==> config.mk <==
export PLATFORM = sky130hd
export DESIGN_NAME = fetch_stage
export DESIGN_NICKNAME = d
export VERILOG_FILES = /design/src/rtl/fetch_stage.sv
export SDC_FILE = /design/constraint.sdc
export NUM_CORES = 1
export LEC_CHECK = 0
export ABC_CLOCK_PERIOD_IN_PS = 4050
export CORE_MARGIN = 5
export CORE_UTILIZATION = 30
export CTS_CLUSTER_DIAMETER = 120
export CTS_CLUSTER_SIZE = 28
export DETAILED_ROUTE_END_ITERATION = 8
export GPL_TIMING_DRIVEN = 0
export PLACE_DENSITY = 0.74
export SYNTH_ARGS = -nofsm -noshare
export SYNTH_HDL_FRONTEND = slang
export SYNTH_SLANG_ARGS = --single-unit
==> constraint.sdc <==
create_clock -name clock -period 4.05 [get_ports clock]
set_input_delay 1.0125 -clock clock [delete_from_list [all_inputs] [get_ports clock]]
set_output_delay 1.0125 -clock clock [all_outputs]
set_load 0.05 [all_outputs]
==> src/rtl/fetch_stage.sv <==
// fetch_stage: 3-wide in-order instruction fetch stage sitting directly upstream
// of the icache. Holds the PC and drives three consecutive word addresses. It
// accepts the longest valid in-order prefix of the icache results, limited by
// downstream free space, and registers it into the IF/ID packet.
//
// Ports:
//   clock, reset      - clock; synchronous active-high reset
//   cache_data        - per-slot instructions from icache (slot 2 = oldest)
//   cache_valid       - per-slot valid bits from icache
//   dispatch_free     - downstream slots free this cycle (0..3)
//   take_branch       - redirect request from the backend
//   target_pc         - redirect target (low two bits ignored)
//   proc2Icache_addr  - slot2 = PC, slot1 = PC+4, slot0 = PC+8
//   shift             - fetch window advance code to icache (0, 1 or 2)
//   if_inst           - registered fetched instructions
//   if_pc             - registered PCs of if_inst
//   if_valid          - registered slot valids
//   fetched_count     - total instructions accepted since reset (wraps)
module fetch_stage #(
    parameter int unsigned       XLEN     = 32,
    parameter logic [XLEN-1:0]   RESET_PC = '0,
    parameter logic [31:0]       NOP_INST = 32'h00000013
) (
    input  logic                      clock,
    input  logic                      reset,
    input  logic [2:0][31:0]          cache_data,
    input  logic [2:0]                cache_valid,
    input  logic [1:0]                dispatch_free,
    input  logic                      take_branch,
    input  logic [XLEN-1:0]           target_pc,
    output logic [2:0][XLEN-1:0]      proc2Icache_addr,
    output logic [1:0]                shift,
    output logic [2:0][31:0]          if_inst,
    output logic [2:0][XLEN-1:0]      if_pc,
    output logic [2:0]                if_valid,
    output logic [31:0]               fetched_count
);

    logic [XLEN-1:0] pc;
    logic [1:0]      prefix_len;
    logic [1:0]      acc;

    always_comb begin
        proc2Icache_addr[2] = pc;
        proc2Icache_addr[1] = pc + XLEN'(4);
        proc2Icache_addr[0] = pc + XLEN'(8);
    end

    // Longest in-order valid prefix starting at the oldest slot.
    always_comb begin
        prefix_len = 2'd0;
        if (cache_valid[2]) begin
            if (cache_valid[1]) begin
                prefix_len = cache_valid[0] ? 2'd3 : 2'd2;
            end else begin
                prefix_len = 2'd1;
            end
        end
    end

    // Reset is folded in so shift stays 0 while reset is held.
    always_comb begin
        acc = '0;
        if (!reset && !take_branch) begin
            acc = (prefix_len < dispatch_free) ? prefix_len : dispatch_free;
        end
    end

    // A full 3-wide advance is encoded as 0 toward the icache.
    always_comb begin
        shift = '0;
        if (acc == 2'd1) begin
            shift = 2'd1;
        end else if (acc == 2'd2) begin
            shift = 2'd2;
        end
    end

    always_ff @(posedge clock) begin
        if (reset) begin
            pc            <= RESET_PC;
            fetched_count <= '0;
        end else if (take_branch) begin
            pc <= {target_pc[XLEN-1:2], 2'b00};
        end else begin
            pc            <= pc + (XLEN'(acc) << 2);
            fetched_count <= fetched_count + 32'(acc);
        end
    end

    // Packet refreshes every cycle; acc is already 0 under reset or redirect.
    // Slot i is accepted when it lies within the oldest acc slots (i >= 3-acc).
    always_ff @(posedge clock) begin
        for (int unsigned i = 0; i < 3; i++) begin
            if (32'(acc) + i >= 32'd3) begin
                if_valid[i] <= 1'b1;
                if_inst[i]  <= cache_data[i];
                if_pc[i]    <= proc2Icache_addr[i];
            end else begin
                if_valid[i] <= 1'b0;
                if_inst[i]  <= NOP_INST;
                if_pc[i]    <= '0;
            end
        end
    end

endmodule
==> Word level (Yosys, flattened, before mapping) <==
Index checks and enable logic that the tools add are counted.
W data, S select, Z words.
{ "totals": {"reg_bits": 259, "input_bits": 136, "out_inout_bits": 325, "elab_cells": 37} }
{ "op_classes": {"n_addsub": 6, "magnitude_cmp": 4, "n_eq_ne": 2, "mux": 11, "reduce_logical": 4} }
{ "ops": {"columns": ["operator", "count"], "rows": [
  ["$add A32 B2 Y32", 1],
  ["$add A32 B3 Y32 const B", 1],
  ["$add A32 B4 Y32", 1],
  ["$add A32 B4 Y32 const B", 1],
  ["$mux W32", 1],
  ["$mux W2", 6],
  ["$ge A3 B2 Y1 const B", 2],
  ["$mux W1", 4],
  ["$add A2 B1 Y3 const B", 1],
  ["$add A2 B2 Y3 const B", 1],
  ["$eq A2 B1 Y1 const B", 1],
  ["$eq A2 B2 Y1 const B", 1],
  ["$ge A2 B2 Y1 const B", 1],
  ["$logic_not A1 Y1", 2],
  ["$lt A2 B2 Y1", 1],
  ["$reduce_or A2 Y1", 1],
  ["$logic_and A1 B1 Y1", 1]
]} }

==> Longest topological paths before layout <==
Gate-level depths: netlist (run 1).
{ "depth": {"depth_word": 9, "ltp_mapped": 14, "depth_no_buf": 13} }

==> Least setup slack after synthesis (run 1) <==
OpenSTA, ideal clock, no wires.
{ "synth_timing": {"path_kind": "input to register", "startpoint": "in cache_valid[2]", "endpoint": "reg fetched_count[28]", "setup_time_ns": 0.121, "t_arrival_ns": 3.913, "required_ns": 3.929, "path_slack_ns": 0.017, "path_stages": 14, "n_path_buf": 1, "path_cell_list": "and2_1 -> ha_1 -> nor2_1 -> o21a_1 -> nand2_1 -> inv_1 -> ha_1 -> inv_1 -> fa_1 -> or3b_4 -> or2_2 -> clkbuf_1 -> nor4_1 -> mux2_2"} }
{ "synth_between": {"elab_chain_cells": 5} }
{ "synth_rtl": {"columns": ["item", "line", "source"], "rows": [
  ["start, declared", "27", "input logic [2:0] cache_valid,"],
  ["$mux W2 (*)", "52", "if (cache_valid[2]) begin"],
  ["$lt A2 B2 Y1", "65", "acc = (prefix_len < dispatch_free) ? prefix_len : dispatch_free;"],
  ["$mux W2 (*)", "65", null],
  ["$mux W2 (*)", "64", "if (!reset && !take_branch) begin"],
  ["$add A32 B2 Y32 (*)", "87", "fetched_count <= fetched_count + 32'(acc);"],
  ["end signal, assigned", "87", null],
  ["end, declared", "36", "output logic [31:0] fetched_count"]
]} }
Every way passes the cells marked *; elsewhere a longest branch is shown, timed or not.
A chain may end at the register's enable or synchronous reset.

==> metrics.yaml, run 1 <==
outcome:
  outcome: "completed"
synthesis:
  async_reset_ff_share_pct: 0
  ys.flop_type: "dfxtp_1"
  yosysSeqAreaShare_pct: 51.8
  synth.top_cell.area_share_pct: 51.8
  avgSynthCellArea_um2: 9.38
  yosysTopAreaCell: "dfxtp_1"
  yosysMostFrequentCell: "dfxtp_1"
  syn_inst: 1034
  netlist_top_cells_count: "251 x dfxtp_1, 109 x and2_1, 63 x clkbuf_1"
  syn-cell-area_um2: 9690
  synth_edf_count: 0
  synth_area_leaders: "dfxtp_1 52%, and2_1 7.0%, xnor2_1 3.3%"
  yosysWarningCount: 0
  ys_types: 46
  synth_seq_cells: 251
clock_network:
  cts_sinks: 251
  cts_root_buffer: "clkbuf_16"
  holdBufCountCts: 0
  cts_tree: "done"
  ctsLongestPathBuffers: 3
  cts.clk_slew.worst_paths_ns: 0.12
  h-tree-depth: 1
  cts_buffers: 12
  clk_latency_ns: 0.51
pwr:
  ir_drop_v: 0.000210
  p_leak_uw: 0.00585
  power_per_cell_area_nw_per_um2: 318
worst_hold_path:
  min_path_cells: 2
  min_from: "pc[22]"
  holdPathEnd: "if_pc[86]"
  worstHoldPathType: "flip-flop to flip-flop"
critical_path:
  r2r_cells: 7
  r2r-end: "pc[28]"
  critPathArrivalTime_ns: 2.92
  path_class: "flip-flop to output port"
  endpoint_kind: "output port"
  critPathLaunch: "pc[2]"
  critPathLaunchType: "flip-flop"
  required_ns: 3.04
  path_max_fanout: 8
  rrSetupSlack_ns: 1.23
  reg2reg_from: "pc[3]"
global_routing:
  grt_pass1_wl_mm: 58.3
  grt_antenna_before_repair: 3
  grt_pass1_vias: 9507
  track_usage_pct: 21.0
  grt_max_degree: 29
  gr-total-overflow: 0
sta:
  slew_headroom_pct: 52.2
  tightest_slew_ns: 0.718
  finalSetupViolations: 0
  finalHoldViolCount: 0
  rsz0062_at_grt: "no"
  fin_crit_sh_pct: 97.0
  skew_ns: 0.0284
  fin_crit_ns: 3.93
  slew_violations: 0
  fmax_mhz: 255
cells_and_area:
  regArea_um2: 5030
  utilization_pct: 48.1
  fillers: 3021
  fin_cells: 1930
  multi_input_area_um2: 4270
  layout.nets: 1671
  syn_to_final_growth_pct: 57.3
  drive_gt1_share_pct: 9.77
detailed_routing:
  first_pass_iters: 5
  drtIter0Drc: 483
  wl_mm: 40.5
  wl_per_cell_um: 21.0
  vias: 9581
  vias_per_cell: 4.96
  drc: 0
  ant_nets: 0
placed_design:
  place_inst: 1891
  port_buffers: 444
  gp_congestion: 0.924
  hpwl_mm: 31.7
flow_run:
  cap_violations: 0
floorplan:
  core_area_um2: 31700
  ios: 461
  rows: 65
  initial_core_util_pct: 30.6
  die_h_um: 190
  dieArea_um2: 36000
  chipWidth_um: 190
-- power by group --
group / leakage [uW] / internal (uW) / total, uW / switching, uW
registers: 0.00203 / 2510 / 2550 / 34.6
logic: 0.00366 / 322 / 902 / 580
clock network: 0.000161 / 584 / 1400 / 813
total: 0.00585 / 3420 / 4850 / 1430
-- flip-flops by register name, indices dropped and copies added (netlist names) --
register       count
if_inst           96
pc                30
if_valid           3
if_pc             90
fetched_count     32
-- how the worst max path moves through the flow --
stage | endpoint | slack (ns) | cells past startpoint
2_1_floorplan | fetched_count[28] | 0.02 | 14
3_3_place_gp | fetched_count[31] | -1.35 | 13
3_5_place_dp | pc[25] | -1.45 | 12
4_1_cts | proc2Icache_addr[60] | -0.02 | 7
5_1_grt | proc2Icache_addr[58] | 0.007 | 7
6_report | proc2Icache_addr[54] | 0.12 | 7
-- critical path: stages (launching register included) --
cell             delay (ns)
dfxtp_1                0.48
ha_1                   0.19
clkbuf_1               0.40
nand4_1                0.15
buf_4                  0.21
or3_1                  0.38
nand2_1                0.09
clkdlybuf4s15_1        0.50
-- layout by cell type, fill, tap and decap left out, types with 10 or more instances in the layout --
| cell | n |
|---|---|
| clkbuf_16 | 13 |
| buf_2 | 21 |
| or3_1 | 31 |
| and2_1 | 108 |
| xor2_1 | 10 |
| nand3_1 | 33 |
| conb_1 | 12 |
| nand2_1 | 59 |
| o21ai_0 | 28 |
| clkdlybuf4s50_1 | 396 |
| clkbuf_2 | 12 |
| buf_4 | 45 |
| clkbuf_1 | 49 |
| nand4_1 | 31 |
| and4_1 | 17 |
| and3_1 | 36 |
| or4_1 | 29 |
| clkbuf_4 | 12 |
| dlygate4sd2_1 | 15 |
| inv_1 | 23 |
| nor2_1 | 48 |
| o31ai_1 | 25 |
| dfxtp_1 | 248 |
| a21oi_1 | 57 |
| xnor2_1 | 36 |
| nand2b_1 | 12 |
| a311oi_1 | 12 |
-- repair_timing --
action,4_1_cts,5_1_grt
setup endpoints to repair,100,59
resized for setup,136,64
pin swaps,10,7
buffers inserted,22,6
-- per-layer routing --
layer  track usage [%]  part of all wire, %  vias up
li1                  -                    -     4512
met1              22.2                   36     4507
met2              38.0                   50      474
met3              6.53                  9.2       88
met4              9.88                  5.0        0
met5                 0                    0        -
-- cells by family after synthesis --
kind of cell / Yosys count / synth area share, %
and+or+nand+nor: 442 / 26.1
buffers and inverters: 123 / 5.68
adders and majority gates: 10 / 1.45
DFF: 251 / 51.8
muxes: 10 / 1.08
xor gates and xnor gates: 47 / 4.25
other: 1 / 0.0387
AOI/OAI and AO/OA: 150 / 9.55
-- stage by stage --
stage                     TNS, ns  cell area (um2)  total power [uW]  setup slack [ns]  hold slack [ns]
after CTS                 -0.0161            15200              4910           -0.0161            0.531
after floorplan                 0             9740              3110            0.0165            0.705
after detailed placement   -60.93            14700              3510             -1.45            0.511
after global routing            0            15200              5030           0.00724            0.560
final                           0            15200              4850             0.122            0.527
after global placement     -57.79            14700              3510             -1.35            0.485
-- final cells by class --
cell class,instances,area share (%)
Timing Repair Buffer,472,29.8
Tap cell,402,3.30
Clock buffer,14,2.16
Buffer,92,3.04
Inverter,25,0.615
Multi-Input combinational cell,671,28.0
Antenna cell,3,0.0492
Sequential cell,251,33.0
Power figures use the tool's default switching activity.
==> inputs of run 2 (changes only) <==
--- a/config.mk
+++ b/config.mk
@@ -8,8 +8,8 @@
 export ABC_CLOCK_PERIOD_IN_PS = 4050
 export CORE_MARGIN = 5
 export CORE_UTILIZATION = 30
-export CTS_CLUSTER_DIAMETER = 120
-export CTS_CLUSTER_SIZE = 28
+export CTS_CLUSTER_DIAMETER = 80
+export CTS_CLUSTER_SIZE = 20
 export DETAILED_ROUTE_END_ITERATION = 8
 export GPL_TIMING_DRIVEN = 0
 export PLACE_DENSITY = 0.74
==> constraint.sdc (replaced) <==
create_clock -name clock -period 4.05 [get_ports clock]
set_input_delay 1.215 -clock clock [delete_from_list [all_inputs] [get_ports clock]]
set_output_delay 1.215 -clock clock [all_outputs]
set_load 0.05 [all_outputs]
==> run 2 against run 1 <==
Clock power is 34% higher. Sequential share of layout area is 0.71 points lower. Hold slack better by 0.0063 ns. Cell count is 0.26% higher. Via count is 1.9% higher. Clock skew is 0.0049 ns lower. Combinational power is 1% higher. Critical path type unchanged.
==> metrics.yaml, run 2 (synthesis results as in run 1) <==
placed_design:
  hpwl_mm: 32.3
  gp_congestion: 0.896
  port_buffers: 444
worst_hold_path:
  worstHoldPathType: "flip-flop to flip-flop"
pwr:
  clockPowerShare_pct: 35.3
  p_sw_uw: 1550
  ir_drop_v: 0.000350
  p_seq_share_pct: 47.7
  power_per_cell_area_nw_per_um2: 343
  internal-power_uw: 3790
  p_leak_uw: 0.00594
  p_sw_share_pct: 29.0
  combPwrFrac_pct: 17.0
  power_uw: 5340
sta:
  whs_ns: 0.533
  finalHoldViolCount: 0
  finalSetupViolations: 0
  setup-tns-final_ns: 0
  tightest_slew_ns: 0.745
  rsz0062_at_grt: "no"
  fin_crit_sh_pct: 97.9
  fmax_mhz: 252
  slew_violations: 0
  skew_ns: 0.0235
  slew_headroom_pct: 50.3
  fin_crit_ns: 3.96
global_routing:
  grt_pass1_vias: 9656
  track_usage_pct: 21.4
  gr-total-overflow: 0
  grt_max_degree: 21
  grt_antenna_before_repair: 6
  grt_pass1_wl_mm: 59.2
floorplan:
  dieArea_um2: 36000
  initial_core_util_pct: 30.6
  core_area_um2: 31700
  die_h_um: 190
  ios: 461
  chipWidth_um: 190
  rows: 65
critical_path:
  path_class: "flip-flop to output port"
  path_max_fanout: 10
  rrSetupSlack_ns: 1.27
  r2r_cells: 7
  endpoint_kind: "output port"
  r2r-end: "pc[28]"
  reg2reg_from: "pc[3]"
  critPathLaunchType: "flip-flop"
  cp-endpoint: "proc2Icache_addr[23]"
  critPathLaunch: "pc[17]"
  required_ns: 2.83
  critPathArrivalTime_ns: 2.75
cells_and_area:
  largestRegisters: "if_inst: 96 flops, if_pc: 90 flops, fetched_count: 32 flops"
  largest_reg_flops: 96
  largest-register: "if_inst"
  final_cell_mix: "393 x clkdlybuf4s50_1, 248 x dfxtp_1, 108 x and2_1"
  layout.nets: 1669
  fillers: 2966
  syn_to_final_growth_pct: 60.8
  drive_gt1_share_pct: 11.8
  layout_commonest_cell: "clkdlybuf4s50_1"
clock_network:
  cts_tree: "done"
  cts_sinks: 251
  cts.clk_slew.worst_paths_ns: 0.09
  h-tree-depth: 1
  cts_buffers: 18
  ctsLongestPathBuffers: 3
  cts_root_buffer: "clkbuf_16"
  clk_latency_ns: 0.50
  holdBufCountCts: 0
detailed_routing:
  vias: 9761
  wl_mm: 40.8
  vias_per_cell: 5.04
  wl_per_cell_um: 21.1
  drtIter0Drc: 560
  first_pass_iters: 5
  drc: 0
  ant_nets: 0
flow_run:
  cap_violations: 0
outcome:
  outcome: "completed"
-- run 2: cell types whose count changed in the layout (fill, tap and decap cells not counted), sizes merged --
cell,delta
diode,+1
clkdlybuf4s50,-3
clkbuf,-4
dlymetal6s2s,-2
buf,+4
bufinv,+1
inv,+4
clkdlybuf4s15,+4
-- run 2: routing by layer --
metal,share of wire [%],up-vias,wire length [um],track usage [%]
li1,-,4527,-,-
met1,35,4570,14200,21.8
met2,49,523,20000,38.7
met3,9.3,137,3780,7.06
met4,6.8,4,2770,11.4
met5,0.083,-,34,0
-- run 2: power by group through the flow --
| stage | registers, uW | logic, uW | clock network (uW) |
|---|---|---|---|
| finish | 2550 | 911 | 1880 |
| global route | 2550 | 952 | 2040 |
| CTS | 2540 | 909 | 1940 |
| detailed placement | 2600 | 915 | 0 |
| global placement | 2600 | 910 | 0 |
| floorplan | 2750 | 358 | 0 |
-- run 2: final cells by class --
type / instances / area (um2) / share of cell area (%)
multi-input cells: 671 / 4360 / 28.0
plain buffers: 88 / 484 / 3.11
flip-flops and latches: 251 / 5030 / 32.3
inverters: 25 / 96.3 / 0.618
diodes: 4 / 10.0 / 0.0642
clock buffers: 21 / 493 / 3.16
well taps: 402 / 503 / 3.23
repair buffers: 468 / 4530 / 29.1
clock inverters: 5 / 78.8 / 0.506
-- run 2: how the worst min path moves through the flow --
stage,startpoint,slack (ns),cells after the start,to
floorplan,pc[22],0.70,2,if_pc[86]
global placement,fetched_count[19],0.48,2,fetched_count[19]
detailed placement,fetched_count[18],0.51,2,fetched_count[18]
CTS,fetched_count[18],0.53,2,fetched_count[18]
global route,fetched_count[27],0.56,2,fetched_count[27]
finish,fetched_count[27],0.53,2,fetched_count[27]
-- run 2: critical path: stages (launching register included) --
cell and delay, ns:
dfxtp_1 0.35, clkbuf_4 0.21, nand4_1 0.14, or4_4 0.60, clkbuf_4 0.24, or3_1 0.34
nand2_1 0.07, buf_2 0.29
-- run 2: what timing repair did --
item                       CTS  global route
setup buffers               13            11
setup endpoints to repair  105            63
cloned                       0             0
gates resized for setup    194            47
pin swaps                    8            10
-- run 2: stage by stage --
stage	worst slack, ns	area (um2)	util (%)	instances
after floorplan	-0.00807	9790	-	1045
after global placement	-1.36	14700	46.5	1891
after detailed placement	-1.41	14700	46.5	1891
after CTS	-0.0408	15400	48.6	1923
after global routing	0.000246	15600	49.1	1935
final	0.0853	15600	49.1	1935
